**config.mk**
```make
export PLATFORM = sky130hd
export DESIGN_NAME = frame_header_decoder_ext
export DESIGN_NICKNAME = d
export VERILOG_FILES = /design/src/rtl/frame_header_decoder_ext.sv
export SDC_FILE = /design/constraint.sdc
export NUM_CORES = 1
export LEC_CHECK = 0
export BUFFER_PORTS_ARGS = -buffer_cell sky130_fd_sc_hd__buf_2
export CAP_MARGIN = 20
export CORE_MARGIN = 3
export CORE_UTILIZATION = 55
export DETAILED_ROUTE_END_ITERATION = 7
export PLACE_DENSITY = 0.87
export SETUP_SLACK_MARGIN = 0.5
export SYNTH_ARGS = -nofsm -noshare
export SYNTH_HDL_FRONTEND = slang
export SYNTH_SLANG_ARGS = --single-unit
```
**constraint.sdc**
```tcl
create_clock -name clk -period 3.68 [get_ports clk]
set_input_delay 0.552 -clock clk [delete_from_list [all_inputs] [get_ports clk]]
set_output_delay 0.552 -clock clk [all_outputs]
set_load 0.02 [all_outputs]
```
**src/rtl/frame_header_decoder_ext.sv**
```systemverilog
// Frame header decoder: walks a circular frame store from the buffer tail,
// captures EID/length/extension words, tracks payload use, releases the tail.
module frame_header_decoder_ext #(
    parameter int          DATA_W    = 8,
    parameter int          ADDR_W    = 9,
    parameter int          EXT_WORDS = 0,
    parameter logic [31:0] FRAG_CODE = 32'hFF
) (
    input  logic                  clk,
    input  logic                  rst,
    input  logic [DATA_W:0]       in_frame_data,
    input  logic                  in_frame_valid,
    input  logic                  in_frame_data_valid,
    input  logic [ADDR_W-1:0]     in_frame_tail,
    input  logic                  in_frame_next,
    input  logic                  header_done_clear,
    output logic [ADDR_W-1:0]     in_frame_addr,
    output logic                  in_frame_latch_tail,
    output logic [DATA_W-1:0]     header_eid,
    output logic [DATA_W-1:0]     header_len,
    output logic [((EXT_WORDS > 0) ? EXT_WORDS : 1)*DATA_W-1:0] header_ext,
    output logic                  header_done,
    output logic                  packet_is_empty,
    output logic                  is_fragment,
    output logic [ADDR_W-1:0]     payload_count,
    output logic                  len_error,
    output logic                  hdr_truncated,
    output logic                  frame_end
);

    localparam int EXT_N = (EXT_WORDS > 0) ? EXT_WORDS : 1;
    localparam int IDX_W = 3;
    localparam int CMP_W = (ADDR_W > DATA_W) ? ADDR_W : DATA_W;
    localparam logic [DATA_W-1:0] FRAG = FRAG_CODE[DATA_W-1:0];
    localparam logic [ADDR_W-1:0] CNT_MAX = '1;

    typedef enum logic [2:0] {
        IDLE,
        EID,
        LEN,
        EXT,
        WAIT,
        TAIL
    } state_t;

    state_t            state_q, state_d;
    logic [ADDR_W-1:0] offset_q, offset_d;
    logic [DATA_W-1:0] eid_q, eid_d;
    logic [DATA_W-1:0] len_q, len_d;
    logic [DATA_W-1:0] ext_q [EXT_N];
    logic [DATA_W-1:0] ext_d [EXT_N];
    logic [IDX_W-1:0]  idx_q, idx_d;
    logic              done_q, done_d;
    logic              empty_q, empty_d;
    logic              frag_q, frag_d;
    logic [ADDR_W-1:0] count_q, count_d;
    logic              lerr_q, lerr_d;
    logic              trunc_q, trunc_d;

    logic              adv;
    logic              eof;
    logic [DATA_W-1:0] word;
    logic [ADDR_W-1:0] cnt_inc;
    logic [ADDR_W-1:0] cnt_fin;
    logic [CMP_W-1:0]  cmp_cnt;
    logic [CMP_W-1:0]  cmp_len;

    assign word = in_frame_data[DATA_W-1:0];
    assign eof  = in_frame_data[DATA_W];

    assign cnt_inc = (count_q == CNT_MAX) ? count_q : count_q + 1'b1;
    assign cnt_fin = in_frame_next ? cnt_inc : count_q;
    assign cmp_cnt = CMP_W'(cnt_fin);
    assign cmp_len = CMP_W'(len_q);

    always_comb begin
        state_d = state_q;
        eid_d   = eid_q;
        len_d   = len_q;
        ext_d   = ext_q;
        idx_d   = idx_q;
        done_d  = done_q;
        empty_d = empty_q;
        frag_d  = frag_q;
        count_d = count_q;
        lerr_d  = lerr_q;
        trunc_d = trunc_q;
        adv     = 1'b0;

        // a same-cycle set below overrides the acknowledge
        if (header_done_clear) begin
            done_d = 1'b0;
        end

        unique case (state_q)
            IDLE: begin
                done_d = 1'b0;
                if (in_frame_valid) begin
                    adv     = 1'b1;
                    lerr_d  = 1'b0;
                    trunc_d = 1'b0;
                    count_d = '0;
                    idx_d   = '0;
                    state_d = EID;
                end
            end
            EID: begin
                if (in_frame_data_valid) begin
                    adv = 1'b1;
                    if (eof) begin
                        trunc_d = 1'b1;
                        state_d = TAIL;
                    end else begin
                        eid_d   = word;
                        state_d = LEN;
                    end
                end
            end
            LEN: begin
                if (in_frame_data_valid) begin
                    adv = 1'b1;
                    if (eof) begin
                        trunc_d = 1'b1;
                        state_d = TAIL;
                    end else begin
                        len_d   = word;
                        frag_d  = (word == FRAG);
                        empty_d = (word == '0);
                        if (EXT_WORDS == 0) begin
                            done_d  = 1'b1;
                            state_d = WAIT;
                        end else begin
                            state_d = EXT;
                        end
                    end
                end
            end
            EXT: begin
                if (in_frame_data_valid) begin
                    adv = 1'b1;
                    if (eof) begin
                        trunc_d = 1'b1;
                        state_d = TAIL;
                    end else begin
                        for (int i = 0; i < EXT_N; i++) begin
                            if (int'(idx_q) == i) begin
                                ext_d[i] = word;
                            end
                        end
                        idx_d = idx_q + 1'b1;
                        if (int'(idx_q) == EXT_WORDS - 1) begin
                            done_d  = 1'b1;
                            state_d = WAIT;
                        end
                    end
                end
            end
            WAIT: begin
                if (in_frame_next) begin
                    count_d = cnt_inc;
                end
                if (in_frame_data_valid && eof) begin
                    adv     = 1'b1;
                    state_d = TAIL;
                    if (!frag_q && (cmp_cnt != cmp_len)) begin
                        lerr_d = 1'b1;
                    end
                end
            end
            TAIL: begin
                state_d = IDLE;
            end
            default: begin
                state_d = IDLE;
            end
        endcase
    end

    // the reader's consumption moves the window even outside WAIT
    always_comb begin
        if (state_q == IDLE) begin
            offset_d = '0;
        end else begin
            offset_d = offset_q + ADDR_W'(adv) + ADDR_W'(in_frame_next);
        end
    end

    always_ff @(posedge clk) begin
        if (rst) begin
            state_q  <= IDLE;
            offset_q <= '0;
            eid_q    <= '0;
            len_q    <= '0;
            idx_q    <= '0;
            done_q   <= 1'b0;
            empty_q  <= 1'b0;
            frag_q   <= 1'b0;
            count_q  <= '0;
            lerr_q   <= 1'b0;
            trunc_q  <= 1'b0;
            for (int i = 0; i < EXT_N; i++) begin
                ext_q[i] <= '0;
            end
        end else begin
            state_q  <= state_d;
            offset_q <= offset_d;
            eid_q    <= eid_d;
            len_q    <= len_d;
            idx_q    <= idx_d;
            done_q   <= done_d;
            empty_q  <= empty_d;
            frag_q   <= frag_d;
            count_q  <= count_d;
            lerr_q   <= lerr_d;
            trunc_q  <= trunc_d;
            for (int i = 0; i < EXT_N; i++) begin
                ext_q[i] <= ext_d[i];
            end
        end
    end

    always_comb begin
        header_ext = '0;
        if (EXT_WORDS > 0) begin
            for (int i = 0; i < EXT_N; i++) begin
                header_ext[i*DATA_W +: DATA_W] = ext_q[i];
            end
        end
    end

    assign in_frame_addr       = in_frame_tail + offset_q;
    assign in_frame_latch_tail = (state_q == TAIL);
    assign frame_end           = (state_q == TAIL);
    assign header_eid          = eid_q;
    assign header_len          = len_q;
    assign header_done         = done_q;
    assign packet_is_empty     = empty_q;
    assign is_fragment         = frag_q;
    assign payload_count       = count_q;
    assign len_error           = lerr_q;
    assign hdr_truncated       = trunc_q;

endmodule
```
==> flow_summary.json, run 1 <==
{
  "power.density_nw_per_um2": 328,
  "cts_hold_buf": 0,
  "grt_pass1_vias": 2330,
  "route.vias.total": 2462,
  "min_path_type": "reg2reg",
  "antenna_left": 0,
  "setup_viol": 0,
  "yosys_warnings": 0,
  "fp.coreArea_sq_um": 4470,
  "dpl_cell_area_sq_um": 2880,
  "routed_wl_microns": 6110,
  "clk_pin_slew_ns": 0.09,
  "gp_congestion": 0.910,
  "max_stage_delay_ns": 0.46,
  "die_y_microns": 75.1,
  "min_path_cells": 2,
  "viasPerCell": 5.83,
  "fmax_ghz": 0.357,
  "io_pins": 73,
  "relSlewSlack": 0.310,
  "cp-end-kind": "output port",
  "startpoint_type": "flop",
  "synth_area_leaders": "dfxtp_1, mux2i_1, nor2_1",
  "synth_top_area_cell": "dfxtp_1",
  "die_w_microns": 75.1,
  "wl_per_cell_microns": 14.5,
  "synth_top_area_frac": 0.320,
  "dr.first_iter.drc_count": 164,
  "nets": 405,
  "p_leak_nw": 1.27,
  "maxSlewViolCount": 0,
  "cap_violations": 0,
  "cts_made_buffers": 5,
  "track_usage": 0.231,
  "tightest_slew_ns": 1.03,
  "antenna_found_initial": 0,
  "path_max_fanout": 6,
  "drive_gt1_frac": 0.235,
  "outcome": "finished clean",
  "tns_ns": 0,
  "synth_area_sq_um": 2630,
  "synth_ff_type": "dfxtp_1",
  "first_pass_iters": 4,
  "ctsRootBufferMaster": "clkbuf_8",
  "timing_hold_violations_final": 0,
  "ys_ff_latch": 42,
  "cp.arrival_ns": 2.25,
  "post_cts_buffers": 0,
  "diodes": 0,
  "finalInstanceArea_sq_um": 2990,
  "cts_num_sinks": 42,
  "worstPathRequired_ns": 3.13,
  "syn_avg_cell_area_sq_um": 8.31,
  "start_util": 0.587,
  "cts_max_path_buffers": 2,
  "drcViolationCount": 0,
  "grt_overflow_total": 0,
  "async_reset_ff_frac": 0,
  "hpwl_microns": 4540,
  "vdd_drop_max_mv": 0.339,
  "portBuffers": 64,
  "synthCells": 316,
  "grt_first_pass_wirelength_microns": 10300,
  "dieArea_sq_um": 5640,
  "post_cts_resized": 0,
  "crit_cells": 7,
  "worstSkewPairLatency_ns": 0.30,
  "fin_crit_sh": 0.761,
  "path_buf_inv": 1,
  "slowest_stage": "dfxtp_1",
  "cts_tree": "built",
  "fin_worst_skew_ns": 0.0102,
  "rows": 24,
  "path_delay_family": "compound AO/OA/AOI/OAI gates",
  "grt_setup_unrepaired": "false",
  "min_period_ns": 2.80,
  "yosys.cell_types.count": 55,
  "grt_max_degree": 35,
  "htreeDepth": 2,
  "synth-edff-count": 0,
  "worst-setup-path-type": "reg2out",
  "crit_path_cell_trace": "ha_1 -> nor2b_1 -> o21ai_0 -> a21oi_1 -> o31ai_1 -> xnor2_1 -> buf_2",
  "synth_seq_area_share": 0.320,
  "area_growth_syn_to_layout_pct": 13.9,
  "worstRegToRegCells": 6
}
registers in the layout, indices dropped and copies added (netlist names):
register,count
len_error,1
packet_is_empty,1
hdr_truncated,1
header_done,1
offset_q,9
is_fragment,1
payload_count,9
header_len,8
state_q,3
header_eid,8
power by group:
part / total (mW) / internal [mW] / switching (mW)
logic: 0.142 / 0.0537 / 0.0885
clock network: 0.365 / 0.203 / 0.162
registers: 0.473 / 0.462 / 0.0113
total: 0.980 / 0.718 / 0.262
worst register-to-register path: stages, from the launching register on:
cell and delay, ns:
dfxtp_1 0.45, ha_1 0.33, nand3_1 0.14, o31ai_1 0.63, a31oi_1 0.17, o21ai_0 0.26
a41oi_2 0.14
layout by cell type, fill, tap and decap left out, types with 3 or more instances in the layout:
cell | Yosys | routed
o21ai_0 | 12 | 12
inv_1 | 11 | 11
mux2i_1 | 19 | 19
nor4_1 | 4 | 4
buf_2 | 5 | 64
a31oi_1 | 3 | 3
nand3_1 | 8 | 8
nand4_1 | 7 | 7
conb_1 | 1 | 8
dfxtp_1 | 42 | 42
or3_1 | 6 | 6
nor2_1 | 41 | 41
nand2b_1 | 10 | 10
a21oi_1 | 21 | 21
nor3_1 | 8 | 7
nand2_1 | 20 | 20
ha_1 | 10 | 10
nor2b_1 | 3 | 3
a311oi_1 | 4 | 4
xnor2_1 | 10 | 10
clkbuf_8 | 2 | 5
xor2_1 | 10 | 10
per-layer routing:
metal  GRT usage  vias to the layer above  wire (microns)
met2       0.377                      101            2830
met5           0                        -               0
met1       0.295                     1131            2680
met4      0.0850                        0             135
met3      0.0561                       21             459
li1            -                     1209               -
logic make-up after synthesis:
family                     Yosys count  synth area share
AOI/OAI and AO/OA                   60             0.151
and+or+nand+nor                    125             0.245
adders and majority gates           12            0.0629
buffers and inverters               37            0.0805
muxes                               19            0.0724
DFF                                 42             0.320
other                                1           0.00143
xor gates and xnor gates            20            0.0667
final timing paths:
check,endpoint,startpoint,slack (ns)
worst max-delay path,in_frame_addr[8],offset_q[2],0.88
worst min-delay path,packet_is_empty,packet_is_empty,0.48
worst max register to register,len_error,payload_count[0],1.43
worst min register to register,packet_is_empty,packet_is_empty,0.48
stage by stage:
step	hold WS [ns]	utilization	setup slack (ns)	cells	power, mW
final	0.479	0.668	0.879	422	0.980
after global routing	0.525	0.668	0.720	422	1.03
after CTS	0.481	0.668	0.888	422	0.987
after detailed placement	0.467	0.644	0.938	414	0.625
after global placement	0.464	0.644	1.03	414	0.619
after floorplan	0.470	-	1.14	323	0.586
cells in the mapped netlist, drive strengths merged (9+ instances only):
| library cell | n |
|---|---|
| o21ai | 12 |
| nor2 | 41 |
| nand2 | 20 |
| nand2b | 10 |
| xnor2 | 10 |
| clkbuf | 10 |
| dfxtp | 42 |
| mux2i | 19 |
| nand3 | 9 |
| ha | 10 |
| buf | 16 |
| inv | 11 |
| xor2 | 10 |
| a21oi | 21 |
area by class of cell:
type | instances | area, sq um
sequential | 42 | 841
clock inverter | 2 | 37.5
timing repair buffer | 65 | 328
fill | 370 | 1480
multi-input combinational | 244 | 1610
inverter | 11 | 41.3
tap | 52 | 65.1
clock buffer | 6 | 72.6
(Power assumes the default switching activity.)
==> run 2, diff against run 1 <==
- ABC_AREA: default -> 1
- CORE_UTILIZATION: 55 -> 52
- PLACE_DENSITY: 0.87 -> 0.84
- clock period: 3.68 -> 2.8 ns (I/O delays scaled with it)
==> run 2 against run 1 <==
Net effect:
- sequential share of layout area decreased by 1.6 points
- clock skew decreased by 0.0046 ns
- largest power group unchanged
- cell area increased by 7.6%
- sequential power increased by 53%
- power increased by 96%
- critical path depth increased by 5
- first-iteration DRC count increased by 49%
- synthesized cell count increased by 19%
==> flow_summary.json, run 2 <==
{
  "outcome": "finished clean",
  "gr-max-usage-layer": "met2",
  "min_path_type": "in2reg",
  "cts_made_buffers": 5,
  "fp.coreArea_sq_um": 4560,
  "synth_ff_type": "dfxtp_1",
  "finalInstanceArea_sq_um": 3220,
  "worst-setup-path-type": "reg2out",
  "worstPathRequired_ns": 2.38,
  "critPathMostFrequentCell": "nor2_1",
  "first_pass_iters": 5,
  "grt_use_met1": 0.280,
  "dr.first_iter.drc_count": 245,
  "worstSkewPairLatency_ns": 0.29,
  "rows": 24,
  "area_growth_syn_to_layout_pct": 25.7,
  "htreeDepth": 2,
  "dp_slack_ns": 0.206,
  "grtUsageMet3": 0.0378,
  "antenna_left": 0,
  "relSlewSlack": 0.531,
  "start_util": 0.561,
  "layout_commonest_cell": "nand2_1",
  "synth_area_leaders": "dfxtp_1, nand2_1, nor2_1",
  "viasPerCell": 5.16,
  "max_stage_delay_ns": 0.36,
  "final_cell_mix": "nand2_1, buf_2, inv_1",
  "io_pins": 73,
  "synth_common_cells": "nand2_1, nor2_1, inv_1",
  "path_max_fanout": 2,
  "portBuffers": 64,
  "fin_crit_sh": 0.936,
  "synth-edff-count": 0,
  "syn_avg_cell_area_sq_um": 6.79,
  "dpl_cell_area_sq_um": 2900,
  "cts_num_sinks": 42,
  "min_period_ns": 2.62,
  "grt_pass1_vias": 2447,
  "die_w_microns": 76.2,
  "grt_setup_unrepaired": "true",
  "yosysMostFrequentCell": "nand2_1",
  "ys_ff_latch": 42,
  "synth_seq_area_share": 0.328,
  "route.vias.total": 2651,
  "yosys_warnings": 0,
  "power.density_nw_per_um2": 596,
  "yosys.cell_types.count": 37,
  "cts_max_path_buffers": 2,
  "tightest_slew_ns": 0.701,
  "gp_congestion": 0.869,
  "diodes": 0,
  "drive_gt1_frac": 0.278,
  "clk_pin_slew_ns": 0.08,
  "cts_tree": "built",
  "fin_worst_skew_ns": 0.00561,
  "cap_violations": 0,
  "setup_viol": 0,
  "synth_top_area_cell": "dfxtp_1",
  "slowest_stage": "dfxtp_2",
  "grt_util_met2": 0.382,
  "grt_first_pass_wirelength_microns": 10700,
  "crit_path_cell_trace": "ha_4 -> inv_2 -> fa_2 -> o21ai_2 -> a21o_1 -> a21oi_2 -> nor2_1 -> nor2_1 -> nor2_1 -> nor2_2 -> xor2_2 -> buf_6",
  "grt_max_degree": 20,
  "tns_ns": 0,
  "antenna_found_initial": 0,
  "die_y_microns": 76.2,
  "setup_slack_ns": 0.179,
  "fmax_ghz": 0.381,
  "cp.arrival_ns": 2.20,
  "grt_overflow_total": 0,
  "async_reset_ff_frac": 0,
  "fill_cells": 388,
  "timing_hold_violations_final": 0,
  "startpoint_type": "flop",
  "wl_per_cell_microns": 12.7,
  "dieArea_sq_um": 5800,
  "track_usage": 0.218,
  "synth_top_area_frac": 0.328,
  "cp-end-kind": "output port",
  "routed_wl_microns": 6530,
  "cts_hold_buf": 0,
  "vdd_drop_max_mv": 0.477,
  "drcViolationCount": 0,
  "synth_area_sq_um": 2560,
  "hpwl_microns": 4500,
  "p_leak_nw": 1.55,
  "maxSlewViolCount": 0,
  "nets": 484,
  "ctsRootBufferMaster": "clkbuf_8",
  "synthCells": 377
}
## run 2: changes by cell type in the layout (fill, tap and decap cells not counted), moves of 6 or more
cell | previous run | this run
nand2_1 | 20 | 74
inv_1 | 11 | 45
nand3_1 | 8 | 34
mux2i_1 | 19 | 0
nand2b_1 | 10 | 0
buf_4 | 1 | 9
a21oi_1 | 21 | 28
xnor2_1 | 10 | 3
dfxtp_1 | 42 | 36
or3_1 | 6 | 0
xor2_1 | 10 | 4
## run 2: timing repair
action                                  in CTS  in global routing
endpoints found under the hold margin        0                  0
gates resized for setup                     27                 15
buffers inserted                             3                  5
endpoints found under the setup margin       7                  8
pin swaps                                   14                 16
## run 2: through the flow
step | instances | utilization | total power, mW | hold WS [ns]
after floorplan | 384 | - | 1.17 | 0.469
after global placement | 498 | 0.636 | 1.32 | 0.448
after detailed placement | 498 | 0.636 | 1.34 | 0.459
after CTS | 509 | 0.687 | 1.85 | 0.385
after global routing | 514 | 0.705 | 2.04 | 0.384
final | 514 | 0.705 | 1.92 | 0.389
## run 2: power breakdown
group | total, mW | switching [mW] | internal (mW)
clock | 0.476 | 0.209 | 0.267
sequential | 0.723 | 0.0643 | 0.659
combinational | 0.718 | 0.455 | 0.262
## run 2: cell type report
type / count / area, sq um / share of cell area
Multi-Input combinational cell: 275 / 1570 / 0.489
Sequential cell: 42 / 853 / 0.265
Timing Repair Buffer: 73 / 413 / 0.128
Inverter: 51 / 191 / 0.0595
Tap cell: 65 / 81.3 / 0.0253
Clock buffer: 7 / 76.3 / 0.0237
Clock inverter: 1 / 30.0 / 0.00933
## run 2: path summary, 6_finish.rpt
kind	from	cells past startpoint	end	slack, ns
min	in_frame_data[0]	3	header_eid[0]	0.39
max reg2reg	state_q[1]	15	offset_q[8]	0.46
max	offset_q[0]	12	in_frame_addr[8]	0.18
min reg2reg	packet_is_empty	2	packet_is_empty	0.48
## run 2: routing by layer
metal / up-vias / share of wire
li1: 1339 / -
met1: 1202 / 0.45
met2: 101 / 0.48
met3: 9 / 0.064
met4: 0 / 0.0098
met5: - / 0
## run 2: kinds of logic (layout without fill, tap and decap cells)
family	after synthesis	in the layout	synth area share
compound gates	57	57	0.120
fa+ha+maj	12	12	0.0645
other cells	1	8	0.00146
flops	42	42	0.328
xor+xnor	10	10	0.0342
buf+inv	67	132	0.116
simple gates	188	188	0.335
## run 2: worst max-delay path, delay by kind of cell (launching register included)
kind | cells | cell delay [ns]
flip-flops | 1 | 0.36
buffers and inverters | 2 | 0.17
adder cells (fa/ha/maj) | 2 | 0.49
AO/OA/AOI/OAI | 3 | 0.38
XOR/XNOR | 1 | 0.14
AND/OR/NAND/NOR | 4 | 0.35
==> run 3, diff against run 2 <==
- ABC_AREA: 1 -> default
- CORE_UTILIZATION: 52 -> 53
- PLACE_DENSITY: 0.84 -> 0.85
- SLEW_MARGIN: default -> 10
==> run 3 against run 2 <==
Net effect:
- first-iteration DRC count up 18%
- die area up 0.60%
- fmax up 5.7%
- sequential share of layout area down 0.17 points
==> flow_summary.json, run 3 (synthesized netlist as in run 1, its figures left out) <==
{
  "outcome": "finished clean",
  "crit_path_cell_trace": "ha_4 -> inv_2 -> fa_2 -> nor2b_2 -> o21ai_2 -> a21oi_2 -> nor3_2 -> xnor2_1 -> buf_4",
  "maxSlewViolCount": 0,
  "rows": 24,
  "startpoint_type": "flop",
  "reg2reg_slack_ns": 0.64,
  "cts_hold_buf": 0,
  "worst-setup-path-type": "reg2out",
  "area_growth_syn_to_layout_pct": 22.8,
  "drive_gt1_frac": 0.323,
  "dr.first_iter.drc_count": 290,
  "worstSkewPairLatency_ns": 0.29,
  "setup_viol": 0,
  "power.density_nw_per_um2": 387,
  "slowest_stage": "dfxtp_2",
  "cp.arrival_ns": 2.06,
  "grt_setup_unrepaired": "true",
  "path_max_fanout": 2,
  "timing_hold_violations_final": 0,
  "final_cell_mix": "buf_2, nor2_1, dfxtp_1",
  "gp_congestion": 0.887,
  "drcViolationCount": 0,
  "antenna_found_initial": 0,
  "min_period_ns": 2.48,
  "vdd_drop_max_mv": 0.283,
  "viasPerCell": 5.64,
  "antenna_left": 0,
  "first_pass_iters": 4,
  "layout_commonest_cell": "buf_2",
  "fin_worst_skew_ns": 0.00162,
  "min_path_type": "in2reg",
  "io_pins": 73,
  "grt_pass1_vias": 2340,
  "clk_pin_slew_ns": 0.08,
  "cts_max_path_buffers": 2,
  "cp-end-kind": "output port",
  "nets": 416,
  "cts_num_sinks": 42,
  "fp.coreArea_sq_um": 4560,
  "track_usage": 0.230,
  "die_y_microns": 76.4,
  "fin_crit_sh": 0.886,
  "placed_cells": 429,
  "cap_violations": 0,
  "hpwl_microns": 4500,
  "diodes": 0,
  "max_stage_delay_ns": 0.35,
  "grt_first_pass_wirelength_microns": 11100,
  "finalNonFillerCells": 446,
  "fmax_ghz": 0.403,
  "wl_per_cell_microns": 15.2,
  "cts_made_buffers": 5,
  "die_w_microns": 76.4,
  "tns_ns": 0,
  "grt_overflow_total": 0,
  "portBuffers": 64,
  "ctsRootBufferMaster": "clkbuf_8",
  "route.vias.total": 2514,
  "whs_ns": 0.418,
  "htreeDepth": 2,
  "total_power_mw": 1.25,
  "cts_tree": "built",
  "dieArea_sq_um": 5840,
  "worstPathRequired_ns": 2.38,
  "grt_max_degree": 34,
  "p_leak_nw": 1.35,
  "routed_wl_microns": 6800,
  "start_util": 0.575
}
==> run 3: worst paths after layout <==
kind / from / to / depth (start not counted)
worst max-delay path: offset_q[0] / in_frame_addr[6] / 9
worst min-delay path: in_frame_data[2] / header_eid[2] / 3
worst max register to register: payload_count[0] / len_error / 6
worst min register to register: packet_is_empty / packet_is_empty / 2
==> run 3: cell type report <==
type	count	area [sq um]
Clock buffer	6	82.6
Inverter	11	41.3
Multi-Input combinational cell	244	1720
Sequential cell	42	850
Tap cell	65	81.3
Timing Repair Buffer	76	434
Clock inverter	2	12.5
Fill cell	356	1340
==> run 3: per-layer routing <==
metal | vias to the layer above | GRT usage | wire length [microns]
li1 | 1228 | - | -
met1 | 1173 | 0.297 | 2870
met2 | 91 | 0.380 | 3300
met3 | 22 | 0.0426 | 382
met4 | 0 | 0.0888 | 248
met5 | - | 0 | 0
==> run 3: power by group <==
group | switching, mW | leakage [nW] | internal, mW
clock network | 0.210 | 0.0472 | 0.198
registers | 0.0154 | 0.342 | 0.607
logic | 0.128 | 0.960 | 0.0897
total | 0.353 | 1.35 | 0.895
==> run 3: worst max-delay path: cells and delay by family (launching register included) <==
kind            cells  cell delay (ns)
fa+ha+maj           2             0.48
flops               1             0.35
compound gates      2             0.32
simple gates        2             0.22
buf+inv             2             0.22
xor+xnor            1             0.18
==> run 3: what timing repair did <==
action	CTS	global route
pin swaps	10	9
setup buffers	7	2
resized for setup	19	18
endpoints found under the setup margin	5	12
==> run 3: through the flow <==
step / setup WS (ns) / instance area [sq um] / util
after detailed placement: 0.331 / 2910 / 0.638
after global routing: 0.183 / 3220 / 0.706
final: 0.319 / 3220 / 0.706
after CTS: 0.330 / 3130 / 0.685
after floorplan: 0.520 / 2650 / -
after global placement: 0.386 / 2910 / 0.638
